## src/rtl/mac_dot_seq_pkg.sv

```systemverilog
// Shared types and constants for the mac_dot_seq operand sequencer.
// The downstream MAC is a two-stage pipeline on 8-bit operands.
package mac_pkg;

    localparam int OP_W         = 8;
    localparam int MAC_PIPE_LAT = 2;

    typedef enum logic [2:0] {
        IDLE,
        CLR,
        RUN,
        DRAIN,
        DONE
    } state_t;

endpackage

```

## src/rtl/mac_dot_seq_op_fifo.sv

```systemverilog
// First-word-fall-through FIFO holding packed {A,B} operand pairs.
// Pushes into a full FIFO and pops from an empty one are ignored.
module op_fifo
    import mac_pkg::*;
#(
    parameter int DEPTH = 8
) (
    input  logic              clk,
    input  logic              rst_n,
    input  logic              push,
    input  logic [2*OP_W-1:0] wdata,
    input  logic              pop,
    output logic [2*OP_W-1:0] rdata,
    output logic              full,
    output logic              empty
);

    localparam int AW = (DEPTH > 1) ? $clog2(DEPTH) : 1;
    localparam int CW = $clog2(DEPTH + 1);

    logic [2*OP_W-1:0] mem [DEPTH];
    logic [AW-1:0]     wr_ptr;
    logic [AW-1:0]     rd_ptr;
    logic [CW-1:0]     count;
    logic              do_push;
    logic              do_pop;

    assign full    = (count == CW'(DEPTH));
    assign empty   = (count == '0);
    assign do_push = push && !full;
    assign do_pop  = pop && !empty;
    assign rdata   = mem[rd_ptr];

    always_ff @(posedge clk) begin
        if (do_push) begin
            mem[wr_ptr] <= wdata;
        end
    end

    // DEPTH is a power of two, so the pointers wrap by natural overflow.
    always_ff @(posedge clk or negedge rst_n) begin
        if (!rst_n) begin
            wr_ptr <= '0;
            rd_ptr <= '0;
            count  <= '0;
        end else begin
            if (do_push) begin
                wr_ptr <= wr_ptr + AW'(1);
            end
            if (do_pop) begin
                rd_ptr <= rd_ptr + AW'(1);
            end
            case ({do_push, do_pop})
                2'b10:   count <= count + CW'(1);
                2'b01:   count <= count - CW'(1);
                default: count <= count;
            endcase
        end
    end

endmodule

```

## src/rtl/mac_dot_seq.sv

```systemverilog
// Operand sequencer feeding a two-stage MAC: buffers (A,B) pairs and runs
// clear / issue / drain for a dot-product job of programmable length.
module mac_dot_seq
    import mac_pkg::*;
#(
    parameter int DEPTH = 8,
    parameter int LEN_W = 16
) (
    input  logic             clk,
    input  logic             rst_n,
    input  logic             in_vld,
    input  logic [OP_W-1:0]  in_A,
    input  logic [OP_W-1:0]  in_B,
    output logic             in_rdy,
    input  logic             start,
    input  logic [LEN_W-1:0] vec_len,
    output logic [OP_W-1:0]  A,
    output logic [OP_W-1:0]  B,
    output logic             en,
    output logic             clr,
    output logic             busy,
    output logic             done
);

    localparam int DCW = $clog2(MAC_PIPE_LAT + 1);

    state_t            state;
    logic [LEN_W-1:0]  len;
    logic [LEN_W-1:0]  cnt;
    logic [LEN_W-1:0]  cnt_next;
    logic [DCW-1:0]    dcnt;
    logic [2*OP_W-1:0] head;
    logic              full;
    logic              empty;
    logic              pop;

    op_fifo #(
        .DEPTH (DEPTH)
    ) u_fifo (
        .clk   (clk),
        .rst_n (rst_n),
        .push  (in_vld),
        .wdata ({in_A, in_B}),
        .pop   (pop),
        .rdata (head),
        .full  (full),
        .empty (empty)
    );

    assign in_rdy   = !full;
    assign busy     = (state != IDLE);
    assign pop      = (state == RUN) && !empty;
    assign cnt_next = cnt + LEN_W'(1);

    // The first DRAIN cycle may still carry the final en; drain counting
    // starts only once en has dropped so the MAC gets its full latency.
    always_ff @(posedge clk or negedge rst_n) begin
        if (!rst_n) begin
            state <= IDLE;
            A     <= '0;
            B     <= '0;
            en    <= 1'b0;
            clr   <= 1'b0;
            done  <= 1'b0;
            len   <= '0;
            cnt   <= '0;
            dcnt  <= '0;
        end else begin
            en   <= 1'b0;
            clr  <= 1'b0;
            done <= 1'b0;
            case (state)
                IDLE: begin
                    if (start) begin
                        len   <= vec_len;
                        cnt   <= '0;
                        clr   <= 1'b1;
                        state <= CLR;
                    end
                end
                CLR: begin
                    dcnt  <= '0;
                    state <= (len != '0) ? RUN : DRAIN;
                end
                RUN: begin
                    if (pop) begin
                        A   <= head[2*OP_W-1:OP_W];
                        B   <= head[OP_W-1:0];
                        en  <= 1'b1;
                        cnt <= cnt_next;
                        if (cnt_next == len) begin
                            state <= DRAIN;
                        end
                    end
                end
                DRAIN: begin
                    if (!en) begin
                        if (dcnt == DCW'(MAC_PIPE_LAT - 1)) begin
                            done  <= 1'b1;
                            state <= DONE;
                        end else begin
                            dcnt <= dcnt + DCW'(1);
                        end
                    end
                end
                DONE: begin
                    dcnt  <= '0;
                    state <= IDLE;
                end
                default: state <= IDLE;
            endcase
        end
    end

endmodule

```

## config.mk

```make
export PLATFORM = sky130hd
export DESIGN_NAME = mac_dot_seq
export DESIGN_NICKNAME = d
export VERILOG_FILES = /design/src/rtl/mac_dot_seq_pkg.sv /design/src/rtl/mac_dot_seq_op_fifo.sv /design/src/rtl/mac_dot_seq.sv
export SDC_FILE = /design/constraint.sdc
export NUM_CORES = 1
export LEC_CHECK = 0
export ABC_CLOCK_PERIOD_IN_PS = 4400
export BUFFER_PORTS_ARGS = -buffer_cell sky130_fd_sc_hd__buf_2
export CORE_MARGIN = 1
export CORE_UTILIZATION = 50
export CTS_BUF_LIST = sky130_fd_sc_hd__clkbuf_4
export DETAILED_ROUTE_END_ITERATION = 7
export PLACE_DENSITY = 0.68
export SLEW_MARGIN = 20
export SYNTH_ARGS = -nofsm -noshare
export SYNTH_HDL_FRONTEND = slang
export SYNTH_HIERARCHICAL = 1
export SYNTH_SLANG_ARGS = --single-unit
```

## constraint.sdc

```tcl
create_clock -name clk -period 4.4 [get_ports clk]
set_input_delay 0.66 -clock clk [delete_from_list [all_inputs] [get_ports clk]]
set_output_delay 0.66 -clock clk [all_outputs]
set_load 0.1 [all_outputs]
```

# Word level (Yosys, flattened, before mapping)

Memories as Yosys holds them, arrays and structs flattened. A register that Yosys moved wholly into a read port is not among the register bits.
Index checks and enable logic that the tools add are counted.

Register bits after elaboration: 50
Memories kept: 1
Logic and storage cells: 74
Output and inout port bits: 21
Memory bits (writable): 128

Mux-type cells: 23
Equality and inequality tests: 15
Add/subtract/negate cells: 6
Reductions and logical operators: 19

Memories:

| memory     | words | width | rd ports | clocked after Yosys merged registers in | write ports | RTL line                  | RTL |
|---|---|---|---|---|---|---|---|
| u_fifo.mem | 8     | 16    | 1        | 1                                       | 1           | mac_dot_seq_op_fifo.sv:21 | `logic [2*OP_W-1:0] mem [DEPTH];` |

Operator list:

| operator                | number |
|---|---|
| $mux W16                | 2 |
| $pmux W16 S2            | 1 |
| $add A16 B1 Y16 const B | 1 |
| $eq A16 B16 Y1          | 1 |
| $reduce_bool A16 Y1     | 1 |
| $mux W3                 | 5 |
| $pmux W3 S4             | 1 |
| $mux W1                 | 10 |
| $ne A2 B2 Y1 const B    | 4 |
| $pmux W4 S2             | 1 |
| $add A3 B1 Y3 const B   | 2 |
| $eq A3 B2 Y1 const B    | 2 |
| $reduce_and A3 Y1       | 2 |
| $reduce_bool A2 Y1      | 3 |
| $reduce_and A5 Y1       | 1 |
| $add A4 B1 Y4 const B   | 1 |
| $eq A2 B1 Y1 const B    | 2 |
| $eq A4 B4 Y1 const B    | 1 |
| $logic_not A4 Y1        | 1 |
| $mux W2                 | 2 |
| $ne A2 B1 Y1 const B    | 2 |
| $pmux W2 S2             | 1 |
| $reduce_and A2 Y1       | 2 |
| $sub A4 B1 Y4 const B   | 1 |
| other kinds (9)         | 13 |

# Longest topological paths before layout

Depth in word-level cells: 6
Mapped depth: 11
Mapped depth without buffers: 10

# Modules after synthesis

Netlist, hierarchy kept.

By module, submodules not included:

| module      | area an instance (µm²) | instances | cells an instance |
|---|---|---|---|
| op_fifo     | 5556.6                 | 1         | 253 |
| mac_dot_seq | 2999.1                 | 1         | 308 |

# Worst setup path before layout

OpenSTA, ideal clock, no wires.

Path kind: reg-to-reg
Start: register u_fifo.count[0]
End: register u_fifo.count[3]
Setup time: 0.134 ns
Arrival: 3.001 ns
Period minus slack after synthesis: 3.134 ns
Path buffers: 1
Required time: 4.266 ns
Path slack: 1.266 ns
Stages on the path, launching flop included: 12
Cells stage by stage: dfrtp_1 > nor4_1 > nand2b_1 > inv_2 > clkbuf_1 > o41ai_1 > inv_1 > ha_1 > ha_1 > or4b_2 > o311ai_0 > o211ai_1

Cells in the longest elaborated chain, start to end: 6
Elaborated cells between the ends (all ways): 13
Those cells by class: add/sub: 2; eq/ne: 3; mux: 1; reduce/logical: 7

Ends and longest elaborated chain:

| what                                                     | RTL line                  | RTL |
|---|---|---|
| start, declared                                          | mac_dot_seq_op_fifo.sv:24 | `logic [CW-1:0] count;` |
| start signal, assigned                                   | mac_dot_seq_op_fifo.sv:54 | `2'b10: count <= count + CW'(1);` |
| start signal, assigned                                   | mac_dot_seq_op_fifo.sv:55 | `2'b01: count <= count - CW'(1);` |
| start signal, assigned                                   | mac_dot_seq_op_fifo.sv:56 | `default: count <= count;` |
| $logic_not A4 Y1 (*)                                     | mac_dot_seq_op_fifo.sv:29 | `assign empty = (count == '0);` |
| via empty                                                | mac_dot_seq.sv:34         | `logic empty;` |
| $logic_not A1 Y1 (*)                                     | mac_dot_seq.sv:52         | `assign pop = (state == RUN) && !empty;` |
| $logic_and A1 B1 Y1 (*)                                  | mac_dot_seq.sv:52         |  |
| via pop                                                  | mac_dot_seq.sv:35         | `logic pop;` |
| $logic_and A1 B1 Y1 (*)                                  | mac_dot_seq_op_fifo.sv:31 | `assign do_pop = pop && !empty;` |
| via u_fifo.do_pop                                        | mac_dot_seq_op_fifo.sv:26 | `logic do_pop;` |
| $eq A2 B1 Y1 / $eq A2 B2 Y1 (equally long branches)      | mac_dot_seq_op_fifo.sv:53 | `case ({do_push, do_pop})` |
| $pmux W4 S2 / $reduce_bool A2 Y1 (equally long branches) | --                        |  |

The timed path passes the listed nets; every way through them passes the cells marked *.
A chain may end at the register's enable or synchronous reset.

# Worst setup path after layout

Start: register u_fifo.count[0]
End: register u_fifo.count[3]

Cells in the longest elaborated chain, start to end: 6
Elaborated cells between the ends (all ways): 13
Those cells by class: add/sub: 2; eq/ne: 3; mux: 1; reduce/logical: 7

Ends and longest elaborated chain:

| what                                                     | RTL line |
|---|---|
| $logic_not A4 Y1 (*)                                     | mac_dot_seq_op_fifo.sv:29 |
| via empty                                                | mac_dot_seq.sv:34 |
| $logic_not A1 Y1 (*)                                     | mac_dot_seq_op_fifo.sv:31, mac_dot_seq.sv:52 |
| $logic_and A1 B1 Y1                                      | mac_dot_seq.sv:52 |
| $logic_and A1 B1 Y1 (*)                                  | mac_dot_seq_op_fifo.sv:31 |
| via u_fifo.do_pop                                        | mac_dot_seq_op_fifo.sv:26 |
| $eq A2 B1 Y1 / $eq A2 B2 Y1 (equally long branches)      | mac_dot_seq_op_fifo.sv:53 |
| $pmux W4 S2 / $reduce_bool A2 Y1 (equally long branches) | -- |

Marks and branches as above.

==> summary.md <==
| Metric | Value |
|---|---|
| Outcome | finished clean |
| Antenna violations before repair | 1 |
| CTS Hold Bufs | 0 |
| Switching power of the nets | 2670 uW |
| Cells after Synth | around 560 |
| Clk sinks | slightly below 200 |
| Post-synthesis sequential area ratio | between 60% and 70% |
| Comb pwr share | roughly 42% |
| Sequential share of power | roughly 42% |
| Ports | 57 |
| IO buf count | between 50 and 60 |
| Clock Latency Late Sink | roughly 0.56 ns |
| CP Class | register to register |
| Busiest layer in global routing | met2 |
| Leak Pwr | 0.00350 uW |
| Met3 GRT Util | between 4 and 5% |
| HP Class | primary input to async pin |
| CP delay by family, top | simple AND/OR/NAND/NOR gates |
| GRT overflow | 0 |
| HPWL Detailed | approximately 10000 um |
| Die height | around 130 um |
| Gr usage total | 19.8% |
| RSZ-0062 raised after global routing | no |
| Max FO, Critical Path | 27 |
| Synth warn | 6 |
| Die area | 17600 um^2 |
| Peak VDD IR | between 0.5 and 0.6 mV |
| Worst EP required | 4.84 ns |
| Clock share of power | between 10% and 20% |
| Clock root buffer | clkbuf_4 |
| Fill cell total of the finished layout | ~1300 |
| Core region area | 16600 um^2 |
| Site Rows | 47 |
| Largest stage delay, worst path | around 0.66 ns |
| Synth unique cells | 64 |
| Total Neg Setup Slack | 0 ns |
| Crit path time final | approximately 3.5 ns |
| Sw Share | a little over two fifths |
| Placed insts | roughly 800 |
| Routed via count | 4792 |
| Avg WL per Cell | about 19 um |
| Max-slew headroom | between 30% and 40% |
| Post-CTS resize count | 0 |
| First-pass DRT Iterations | 4 |
| WP data arrival | 3.91 ns |
| Routed wire length | about 16000 um |
| 1st-iter DRT viols | about 300 |
| Synthesized Nets | between 600 and 700 |
| Clock buffer count from CTS | 17 |
| Cell Count, Final, Fillers Out | 853 |
| Setup violators final | 0 |
| Ys async rst share | approximately 34% |
| Largest cells by area after synthesis | edfxtp_1 45%, dfrtp_1 19%, mux4_1 7.7% |
| Final antenna diode count | 0 |
| Area growth syn-to-layout | 9.56% |
| Pwr Density | 680 nW/um^2 |
| Post-synthesis average cell area | roughly 15 um^2 |
| Post-CTS Repair Setup Buffers | 0 |
| Yosys top cell by area | edfxtp_1 |
| Die W | between 100 and 150 um |
| CP Buf/Inv Count | 2 |
| GR Layer Usage met2 | 34.4% |
| CP endpoint kind | register |
| Internal Pwr Total | 3710 uW |
| Seq cells post-synth | around 190 |
| Max Slew Vio Count | 0 |
| Cell repeated most along the worst path | ha_1 |
| Post-synth top area share | about 45% |
| Drt drc | 0 |
| First-pass GRT wire length | 26200 um |
| Top FF cell, synth | edfxtp_1 |
| Type of origin of the critical path | register |
| Met1 Use GR | between 20% and 30% |
| H-tree lvl count | 4 |
| Mapped Area | 8560 um^2 |
| Final core utilization | between 50% and 60% |
| Fmax achieved | just under 300 MHz |
| Vias/cell | 5.62 |
| CTS tree | done |
| Final nets | between 600 and 700 |
| Hold Violations, Final | 0 |
| Worst-case clock buffer depth | 2 |
| EDFF count, synth | 128 |
| Worst Tran Pin Value | roughly 1 ns |
| Clk_skew | ~0.018 ns |
| Number of global-route vias before repair | about 4900 |
| Layout cells sized above 1 | around 24% |
| Max Cap Viol | 0 |
| Largest net degree at the start of global routing | 44 |
| Starting Density | about half |
| Final ANT Viol Nets | 0 |
| CTS clock-pin slew for the worst setup and hold paths | about 0.15 ns |
| Slowest cell on the critical path | or4b_2 |
| GP Congestion | around 0.84 |
| Critical-path cell list | nor4_1 > nand2b_1 > inv_2 > o41ai_1 > inv_1 > ha_1 > ha_1 > or4b_2 > o311ai_0 > o211ai_1 |
| Final period util | around four fifths |
-- cells in the final DEF (no fill, tap or decap), types with 5 or more instances in the layout --
cell type and instances:
mux2_1 6, nor2_1 24, a21oi_1 13, o41ai_1 5, o21ai_0 23, buf_4 11, o21ai_1 6, nor4_1 5
dfrtp_1 66, nor3b_1 8, buf_2 55, nand3_1 8, mux4_1 25, mux2_2 28, mux4_2 7, clkbuf_4 18
nand2_1 71, xnor2_1 22, inv_1 11, nor2b_1 5, ha_1 7, nand2b_1 8, edfxtp_1 128
-- power groups by stage --
| stage | sequential, uW | combinational (uW) | clock (uW) |
|---|---|---|---|
| 2_1_floorplan | 3190 | 1660 | 0 |
| 3_3_place_gp | 2720 | 2640 | 0 |
| 3_5_place_dp | 2750 | 2710 | 0 |
| 4_1_cts | 2710 | 2730 | 1020 |
| 5_1_grt | 2770 | 2920 | 1080 |
| 6_report | 2710 | 2690 | 981 |
-- worst paths after layout --
check | from | end | slack (ns) | depth (start not counted)
setup / recovery | u_fifo/count[0] | u_fifo/count[3] | 0.93 | 10
hold / removal | rst_n | len[9] | 0.09 | 1
max in group asynchronous | rst_n | cnt[5] | 3.56 | 2
hold reg to reg | B[0] | B[0] | 0.49 | 2
min in group clk | vec_len[9] | len[9] | 0.31 | 2
setup reg to reg | u_fifo/count[0] | u_fifo/count[3] | 0.93 | 10
-- per-stage QoR --
step / power, uW / setup WS (ns) / instance area, um^2 / hold WS [ns]
2_1_floorplan: 4850 / 1.27 / 8560 / 0.364
3_3_place_gp: 5360 / 1.04 / 9060 / 0.457
3_5_place_dp: 5460 / 0.937 / 9060 / 0.458
4_1_cts: 6450 / 0.908 / 9370 / 0.256
5_1_grt: 6770 / 0.649 / 9370 / 0.0703
6_report: 6380 / 0.932 / 9370 / 0.0924
-- cell usage after synthesis, types with 11 or more instances --
master and n:
a21oi_1 13, dfrtp_1 66, edfxtp_1 128, inv_1 11, mux2_2 28, mux4_1 25, nand2_1 71, nor2_1 24
o21ai_0 23, xnor2_1 22
-- registers in the layout (all words and copies together), names as in the netlist --
register       cells
clr                1
u_fifo/rd_ptr      3
done               1
u_fifo/mem       128
state              3
u_fifo/count       4
dcnt               2
en                 1
cnt               16
u_fifo/wr_ptr      3
B                  8
len               16
A                  8
-- kinds of logic (layout without fill, tap and decap cells) --
kind of cell / after synthesis / in the layout / synth area share (%)
fa+ha+maj: 8 / 8 / 1.26
simple gates: 161 / 161 / 10.3
xor+xnor: 26 / 26 / 2.66
compound gates: 67 / 67 / 5.22
flops: 194 / 194 / 64.2
mux: 67 / 67 / 14.1
buf+inv: 38 / 110 / 2.24
-- routing by layer --
metal	share of wire, %	vias to the layer above	wire, um
met5	0.10	-	16
met2	51	91	8250
li1	-	2264	-
met4	0.71	2	114
met3	4.0	8	636
met1	44	2427	7000
-- layout make-up --
class / instances / area (um^2) / area share, %
timing repair buffer: 66 / 358 / 3.82
sequential: 194 / 5500 / 58.6
clock inverter: 14 / 174 / 1.86
tap: 220 / 275 / 2.94
multi-input combinational: 329 / 2890 / 30.8
clock buffer: 18 / 135 / 1.44
inverter: 12 / 45.0 / 0.481
No activity file was read; power rests on OpenSTA's default activity.
